### config.mk
export PLATFORM = sky130hd
export DESIGN_NAME = net_bus_frame_buffer
export DESIGN_NICKNAME = d
export VERILOG_FILES = /design/src/rtl/net_bus_frame_buffer.sv
export SDC_FILE = /design/constraint.sdc
export NUM_CORES = 2
export LEC_CHECK = 0
export CORE_MARGIN = 3
export CORE_UTILIZATION = 60
export CTS_BUF_LIST = sky130_fd_sc_hd__clkbuf_4
export CTS_CLUSTER_DIAMETER = 60
export CTS_CLUSTER_SIZE = 25
export DETAILED_ROUTE_END_ITERATION = 8
export MAX_ROUTING_LAYER = met4
export PLACE_DENSITY = 0.85
export SLEW_MARGIN = 20
export SYNTH_ARGS = -nofsm -noshare
export SYNTH_HDL_FRONTEND = slang
export SYNTH_SLANG_ARGS = --single-unit
### constraint.sdc
create_clock -name CLK -period 8 [get_ports CLK]
set_input_delay 1.2 -clock CLK [delete_from_list [all_inputs] [get_ports CLK]]
set_output_delay 1.2 -clock CLK [all_outputs]
set_load 0.05 [all_outputs]
### src/rtl/net_bus_frame_buffer.sv
// Store-and-forward NetBus frame FIFO: only complete frames reach the egress, oversize frames are dropped whole.
// Optional saturating frame statistics are built when NETBUS_FRM_STATS_EN is defined.
module net_bus_frame_buffer #(
    parameter int DATA_WIDTH = 4,
    parameter int ADDR_WIDTH = 5,
    parameter int MAX_FLITS  = 16
) (
    input  logic                     CLK,
    input  logic                     RESET,
    input  logic [DATA_WIDTH*9+13:0] WDATA,
    input  logic                     WVALID,
    output logic                     WREADY,
    output logic [DATA_WIDTH*9+13:0] RDATA,
    output logic                     RVALID,
    input  logic                     RREADY,
    output logic [ADDR_WIDTH:0]      FRAME_CNT,
    output logic                     DROP_PULSE,
    output logic [15:0]              STAT_ACCEPT,
    output logic [15:0]              STAT_DROP
);

    localparam int W  = DATA_WIDTH * 9 + 14;
    localparam int D  = 2 ** ADDR_WIDTH;
    localparam int PW = ADDR_WIDTH + 1;

    localparam logic [PW-1:0] DEPTH_P = PW'(D);
    localparam logic [PW-1:0] MAX_P   = PW'(MAX_FLITS);
    localparam logic [PW-1:0] ONE_P   = PW'(1);
    localparam logic [PW-1:0] ZERO_P  = PW'(0);

    localparam logic [1:0] ST_IDLE = 2'd0;
    localparam logic [1:0] ST_RECV = 2'd1;
    localparam logic [1:0] ST_DROP = 2'd2;

    logic [W-1:0]  mem_r [D];
    logic [PW-1:0] wr_ptr_r, cm_ptr_r, rd_ptr_r, flit_cnt_r, frame_cnt_r;
    logic [1:0]    state_r;
    logic          drop_pulse_r;

    logic [PW-1:0] wr_ptr_nxt_s, cm_ptr_nxt_s, flit_cnt_nxt_s;
    logic [1:0]    state_nxt_s;
    logic          full_s, pending_s, wready_s, wr_fire_s, rd_fire_s;
    logic          write_en_s, commit_s, drop_s;
    logic [W-1:0]  rdata_s;

    assign full_s    = (wr_ptr_r - rd_ptr_r) == DEPTH_P;
    assign pending_s = rd_ptr_r != cm_ptr_r;
    assign rdata_s   = mem_r[rd_ptr_r[ADDR_WIDTH-1:0]];
    assign wr_fire_s = WVALID & wready_s;
    assign rd_fire_s = pending_s & RREADY;

    // Ingress ready: stall only when the ring is full and committed flits can still drain
    always_comb begin
        wready_s = 1'b0;
        if (RESET) begin
            wready_s = 1'b0;
        end else if (state_r == ST_DROP) begin
            wready_s = 1'b1;
        end else begin
            wready_s = !(full_s && pending_s);
        end
    end

    // Frame assembly FSM; a flit that would exceed the frame limit or overflow the ring discards the frame
    always_comb begin
        wr_ptr_nxt_s   = wr_ptr_r;
        cm_ptr_nxt_s   = cm_ptr_r;
        flit_cnt_nxt_s = flit_cnt_r;
        state_nxt_s    = state_r;
        write_en_s     = 1'b0;
        commit_s       = 1'b0;
        drop_s         = 1'b0;
        case (state_r)
            ST_DROP: begin
                if (wr_fire_s && WDATA[0]) begin
                    state_nxt_s = ST_IDLE;
                end else begin
                    state_nxt_s = ST_DROP;
                end
            end
            ST_IDLE, ST_RECV: begin
                if (!wr_fire_s) begin
                    state_nxt_s = state_r;
                end else if (flit_cnt_r == MAX_P || full_s) begin
                    drop_s         = 1'b1;
                    wr_ptr_nxt_s   = cm_ptr_r;
                    flit_cnt_nxt_s = ZERO_P;
                    state_nxt_s    = WDATA[0] ? ST_IDLE : ST_DROP;
                end else if (WDATA[0]) begin
                    write_en_s     = 1'b1;
                    commit_s       = 1'b1;
                    wr_ptr_nxt_s   = wr_ptr_r + ONE_P;
                    cm_ptr_nxt_s   = wr_ptr_r + ONE_P;
                    flit_cnt_nxt_s = ZERO_P;
                    state_nxt_s    = ST_IDLE;
                end else begin
                    write_en_s     = 1'b1;
                    wr_ptr_nxt_s   = wr_ptr_r + ONE_P;
                    flit_cnt_nxt_s = flit_cnt_r + ONE_P;
                    state_nxt_s    = ST_RECV;
                end
            end
            default: begin
                state_nxt_s = ST_IDLE;
            end
        endcase
    end

    // Pointer, state and frame-count registers
    always_ff @(posedge CLK or posedge RESET) begin
        if (RESET) begin
            wr_ptr_r     <= ZERO_P;
            cm_ptr_r     <= ZERO_P;
            rd_ptr_r     <= ZERO_P;
            flit_cnt_r   <= ZERO_P;
            frame_cnt_r  <= ZERO_P;
            state_r      <= ST_IDLE;
            drop_pulse_r <= 1'b0;
        end else begin
            wr_ptr_r     <= wr_ptr_nxt_s;
            cm_ptr_r     <= cm_ptr_nxt_s;
            flit_cnt_r   <= flit_cnt_nxt_s;
            state_r      <= state_nxt_s;
            drop_pulse_r <= drop_s;
            if (rd_fire_s) begin
                rd_ptr_r <= rd_ptr_r + ONE_P;
            end
            case ({commit_s, rd_fire_s & rdata_s[0]})
                2'b10:   frame_cnt_r <= frame_cnt_r + ONE_P;
                2'b01:   frame_cnt_r <= frame_cnt_r - ONE_P;
                default: frame_cnt_r <= frame_cnt_r;
            endcase
        end
    end

    // Flit storage, intentionally not reset
    always_ff @(posedge CLK) begin
        if (write_en_s) begin
            mem_r[wr_ptr_r[ADDR_WIDTH-1:0]] <= WDATA;
        end
    end

    assign WREADY     = wready_s;
    assign RVALID     = pending_s;
    assign RDATA      = rdata_s;
    assign FRAME_CNT  = frame_cnt_r;
    assign DROP_PULSE = drop_pulse_r;

`ifdef NETBUS_FRM_STATS_EN
    function automatic logic [15:0] sat_inc16(input logic [15:0] v);
        if (v == 16'hFFFF) begin
            return v;
        end else begin
            return v + 16'd1;
        end
    endfunction

    logic [15:0] stat_accept_r, stat_drop_r;

    // Commit and drop counters, sticky at all-ones
    always_ff @(posedge CLK or posedge RESET) begin
        if (RESET) begin
            stat_accept_r <= 16'h0000;
            stat_drop_r   <= 16'h0000;
        end else begin
            if (commit_s) begin
                stat_accept_r <= sat_inc16(stat_accept_r);
            end
            if (drop_s) begin
                stat_drop_r <= sat_inc16(stat_drop_r);
            end
        end
    end

    assign STAT_ACCEPT = stat_accept_r;
    assign STAT_DROP   = stat_drop_r;
`else
    assign STAT_ACCEPT = 16'h0000;
    assign STAT_DROP   = 16'h0000;
`endif

endmodule
==> impl_metrics.yaml <==
critical_path:
  cp-start-kind: "flop"
  crit_start: "rd_ptr_r[1]"
  cp_data_required_time_ns: 6.80
  worst_path_max_delay_cell: "buf_4"
  r2r-start: "rd_ptr_r[2]"
  cpPeakStageDelay_ns: 0.93
  worstPathCellList: "buf_12 -> buf_4 -> mux4_2 -> mux4_2 -> nand2_1 -> nand2_1 -> clkdlybuf4s50_1"
  crit_family: "buffers and inverters"
  cp-end-kind: "output pin"
  crit_buf_inv: 3
  worstPathMaxFanout: 132
  critPathArrivalTime_ns: 5.23
  worstSetupPathType: "reg2out"
power:
  p_leak_nw: 20.9
  ir_worst_vdd_mv: 0.317
  p_per_area_mw_per_mm2: 320
  total_power_w: 0.0217
layout:
  finalNetCount: 2901
  syn_to_final_growth_pct: 7.46
  final_common_cell: "edfxtp_1"
  final_area_mm2: 0.0679
  stdcell_count: 4300
  n_fill_cell: 6201
  final_cell_mix: "edfxtp_1 (1600), mux4_2 (500), nand2_1 (171)"
  drive_above_1_share: 0.280
  seq_area_mm2: 0.0489
  multiInputGateArea_mm2: 0.0137
logic_synthesis:
  ys_seq_elements: 1633
  netlist_area_mm2: 0.0632
  synth_top_area_share: 0.761
  synth-seq-area-share: 0.774
  synthArstFlopShare: 0.0202
  synth_area_leaders: "edfxtp_1 (76%), mux4_2 (18%), dfrtp_1 (1.3%)"
  yosysWarnings: 0
  synthDistinctLibCells: 61
  yosys_most_used_dff: "edfxtp_1"
  avgSynthCellArea_um2: 23.5
  synth-edff-count: 1600
  synth_top_area_cell: "edfxtp_1"
  synth_cells: 2690
clock_tree:
  cts.sinks: 1633
  hold_buffers: 0
  cts_setup_buffers: 0
  htree_levels: 3
  clk_pin_slew_worst_paths_ns: 0.19
  cts_buffers: 99
  cts_tree: "done"
  root_buffer: "clkbuf_4"
  clkLatencyLatePin_ns: 1.11
  cts_resized: 0
  clockBufferDepth: 3
detailed_routing:
  drt-total-wl_um: 148000
  dr_total_vias: 29600
  ant_nets: 0
  wire_per_inst_um: 34.4
  viasPerCell: 6.88
  firstDrtPassIters: 6
  drcViolationCount: 0
  drtIter0Drc: 4723
sta:
  fmax_ghz: 0.156
  post-route-period-util: 0.804
  finalHoldViolCount: 0
  slew_headroom: 0.229
  skew_ns: 0.123
  grt_setup_unrepaired: "no"
  setup_viol: 0
  setup_tns_ns: 0
  tightest_slew_ns: 1.15
  fin_crit_ns: 6.43
  fin_hold_ws_ns: 0.535
  slew_violations: 0
floorplanning:
  die_w_um: 330
  io_pins: 145
  core_area_mm2: 0.104
  initial_core_util: 0.608
  fp-row-count: 118
  die_h_um: 330
  die_area_mm2: 0.109
placed_design:
  post-place-cells: 4105
  placed_cell_area_mm2: 0.0662
  hpwl_um: 81100
  gp_congestion: 0.846
  io_buffers: 112
min_path:
  hold_path.class: "reg2reg"
  worstHoldStart: "FRAME_CNT[5]"
flow_run:
  maxCapViolCount: 0
global_routing:
  grt_pass1_wl_um: 217000
  antenna_found_initial: 11
  grt_max_degree: 133
  overflow: 0
  grt_pass1_vias: 31000
  grt_usage: 0.289
outcome:
  outcome: "finished clean"
## cell type report
type | instances | area share
diodes | 13 | 0.000479
clock buffers | 103 | 0.0114
clock inverters | 76 | 0.0133
inverters | 20 | 0.00124
multi-input cells | 903 | 0.202
flip-flops and latches | 1633 | 0.720
well taps | 1380 | 0.0254
repair buffers | 172 | 0.0258
## cell usage after synthesis, types with 8 or more instances
cell and n:
buf_4 41, nand3_1 16, xnor2_1 13, xor2_1 11, edfxtp_1 1600, dfrtp_1 33, ha_1 17, buf_2 36
clkbuf_1 56, inv_1 19, o21ai_0 8, nor2_1 43, buf_1 26, nand2_1 171, a21oi_1 9, mux4_2 500
## state kept, by name, indices dropped and copies added, names as in the netlist
name and count:
mem_r 1600, FRAME_CNT 6, cm_ptr_r 6, flit_cnt_r 6
rd_ptr_r 6, wr_ptr_r 6, state_r 2, DROP_PULSE 1
## logic make-up (layout without fill, tap and decap cells)
group / after synthesis / count (layout) / share of synthesized area
flip-flops: 1633 / 1633 / 0.774
multiplexers: 512 / 512 / 0.180
AND/OR/NAND/NOR: 270 / 270 / 0.0185
buffers and inverters: 185 / 371 / 0.0149
AO/OA/AOI/OAI: 47 / 47 / 0.00551
XOR/XNOR: 24 / 24 / 0.00333
adder cells (fa/ha/maj): 18 / 18 / 0.00368
other: 1 / 45 / 0.0000594
## per-stage QoR
stage	util	setup slack [ns]
after floorplan	-	2.42
after global routing	0.653	1.44
final	0.653	1.57
after global placement	0.637	1.89
after CTS	0.653	1.54
after detailed placement	0.637	1.52
## worst reg2reg max path: stages (launching register included)
cell	delay (ns)
dfrtp_4	0.93
inv_1	0.14
ha_1	0.38
and3b_1	0.25
o211a_1	0.26
o2111a_1	0.27
nand3_2	0.38
nand4_1	0.98
nor2_4	1.11
buf_4	0.70
## routing by layer
metal,vias to the layer above,global-route usage,part of all wire
met1,15600,0.373,0.34
met3,338,0.0522,0.11
met5,-,-,0
met4,0,0.0992,0.035
met2,2087,0.474,0.52
li1,11600,-,-
## path summary, 6_finish.rpt
path | endpoint | slack (ns) | depth (start not counted)
worst max register to register | mem_r[25][1] | 2.21 | 9
worst max-delay path | RDATA[22] | 1.57 | 7
min in group asynchronous | flit_cnt_r[0] | 0.58 | 3
worst min register to register | FRAME_CNT[5] | 0.53 | 1
worst min-delay path | FRAME_CNT[5] | 0.53 | 1
max in group asynchronous | rd_ptr_r[1] | 6.99 | 3
## power breakdown
| group | total, W | leakage [nW] | internal, W | switching [W] |
|---|---|---|---|---|
| Combinational | 0.00808 | 5.18 | 0.00352 | 0.00456 |
| Sequential | 0.00994 | 14.8 | 0.00970 | 0.000240 |
| Clock | 0.00372 | 0.910 | 0.00102 | 0.00270 |
| Total | 0.0217 | 20.9 | 0.0142 | 0.00750 |
(Power assumes the default switching activity.)
==> edit (same settings) <==
The option `NETBUS_FRM_STATS_EN` is turned on by a define.
--- a/src/rtl/net_bus_frame_buffer.sv
+++ b/src/rtl/net_bus_frame_buffer.sv
@@ -1,5 +1,7 @@
 // Store-and-forward NetBus frame FIFO: only complete frames reach the egress, oversize frames are dropped whole.
 // Optional saturating frame statistics are built when NETBUS_FRM_STATS_EN is defined.
+`define NETBUS_FRM_STATS_EN
+
 module net_bus_frame_buffer #(
     parameter int DATA_WIDTH = 4,
     parameter int ADDR_WIDTH = 5,
Check against the original RTL: not settled (the Yosys comparison gave no result); the edit may change what the design does.
==> edit against the original RTL <==
- wire length grew 6.6%
- count of clock-buffer cells in the layout up 9
- cell area is 2.5% higher
- synthesized area grew 1.9%
- fmax is 3.1% higher
- total power grew 2.6%
- utilization up 0.41 points
- cell count up 3.6%
- sequential cell count is 32 higher
- via count rose by 5.4%
- die area increased by 1.9%
- worst setup slack improved by 0.19 ns
==> edit: results (changes against the original RTL) <==
status:
  outcome: "completed"
global_routing:
  grt.total_usage: 0.299  # +0.00968
  grtUsageMet1: 0.382  # +0.00895
  grt_max_degree: 159  # +20%
  grt_util_met3: 0.0580  # +0.00580
  met2_usage: 0.483  # +0.00885
  grt_pass1_wl_um: 229000  # +5.7%
  antenna_found_initial: 9  # -2
hold_path:
  hold_path_class: "in2async"
critical_path:
  cp_max_fo: 106  # -20%
  r2r_cells: 14  # +5
  reg2reg_slack_ns: 2.45  # +0.24 ns
  arrival_ns: 5.04  # -0.19 ns
  r2r_start: "rd_ptr_r[4]"
  r2r-end: "FRAME_CNT[5]"
detailed_routing:
  num_vias: 31200  # +5.4%
  dr.first_iter.drc_count: 5046  # +6.8%
  wirelength_um: 158000  # +6.6%
  dr.pass1.iters: 5  # -1
power_and_ir_drop:
  vdd_drop_max_mv: 0.407  # +29%
  leakage_nw: 21.6  # +3.6%
synth:
  synthAdderAreaFrac: 0.00400  # +0.000318
  synth_compound_area_frac: 0.00711  # +0.00160
  synthFlopType: "edfxtp_1"
  synth_edf_count: 1600  # unchanged
  synth-async-reset-ratio: 0.0390  # +0.0188
  ys_seq_area_frac: 0.771  # -0.00234
  synth_area_leaders: "edfxtp_1 75%, mux4_2 17%, dfrtp_1 2.5%"
  synth_common_cells: "1,600 x edfxtp_1, 500 x mux4_2, 182 x nand2_1, 71 x clkbuf_1, 65 x dfrtp_1"
  muxShareOfSynthArea: 0.177  # -0.00346
  synthXorXnorAreaFrac: 0.00665  # +0.00332
cells_and_area:
  fill_cells: 6175  # -0.42%
  fin_nets: 3041  # +4.8%
  drive_above_1_share: 0.278  # -0.00149
  largest_reg_flops: 1600  # unchanged
clock_tree:
  clk_latency_ns: 1.14  # +0.03 ns
  cts-buffers-inserted: 106  # +7.1%
timing:
  skew_ns: 0.102  # -0.0217 ns
  relSlewSlack: 0.247  # +0.0177
place:
  place_hpwl_um: 84800  # +4.6%
  numPortBuffers: 144  # +29%
  place_ws_ns: 2.20  # +0.671 ns
  placed_cell_area_um2: 67800  # +2.4%
  gp_congestion: 0.850  # +0.46%
==> edit: changes by cell type after synthesis, moves of 8 or more <==
cell / change
buf_4: -40
dfrtp_1: +32
clkbuf_1: +15
xnor2_1: +15
buf_2: +14
buf_1: -13
nand2_1: +11
o211ai_1: +8
o21ai_0: +8
xor2_1: +8
==> edit: worst max-delay path by stage <==
stage,depth (start not counted),from,endpoint,slack [ns]
5_1_grt,6,rd_ptr_r[0],RDATA[45],1.43
4_1_cts,6,rd_ptr_r[0],RDATA[45],1.63
3_3_place_gp,13,RESET,FRAME_CNT[5],2.25
2_1_floorplan,12,rd_ptr_r[1],mem_r[28][0],2.71
6_report,6,rd_ptr_r[0],RDATA[45],1.76
3_5_place_dp,13,RESET,FRAME_CNT[5],2.20
==> edit: cells by family after synthesis <==
group / Yosys count
AO/OA/AOI/OAI: 67
AND/OR/NAND/NOR: 316
flip-flops: 1665
buffers and inverters: 159
multiplexers: 512
XOR/XNOR: 48
adder cells (fa/ha/maj): 20
==> edit: worst max-delay path: stages, from the launching register on <==
cell	delay [ns]
dfrtp_4	0.93
buf_12	0.70
mux4_2	0.61
mux4_2	0.49
nand2_1	0.10
nand2_1	0.24
clkdlybuf4s50_1	0.78
==> edit: routing by layer <==
metal  vias to the layer above  share of wire
li1                      12100              -
met2                      2420           0.51
met1                     16200           0.33
met3                       442           0.12
met4                         0          0.042
met5                         -              0
==> edit: layout make-up <==
class,instances,area (µm²),share of cell area
multi-input cells,963,14300,0.205
flip-flops and latches,1665,49700,0.714
diodes,13,32.5,0.000468
well taps,1391,1740,0.0250
repair buffers,212,1880,0.0271
clock buffers,112,841,0.0121
inverters,19,77.6,0.00112
clock inverters,81,1040,0.0150
==> edit: per-stage QoR <==
stage / instances / hold WS [ns] / power, mW / util
detailed placement: 4250 / 0.480 / 18.5 / 0.640
floorplan: 2787 / 0.435 / 16.1 / -
global placement: 4250 / 0.451 / 18.3 / 0.640
CTS: 4443 / 0.419 / 22.4 / 0.658
finish: 4456 / 0.496 / 22.3 / 0.657
global route: 4455 / 0.449 / 23.1 / 0.657
==> edit: report_power, final <==
group	internal, mW	total [mW]	switching (mW)
registers	9.89	10.2	0.329
logic	3.51	8.09	4.58
clock network	1.18	3.99	2.81
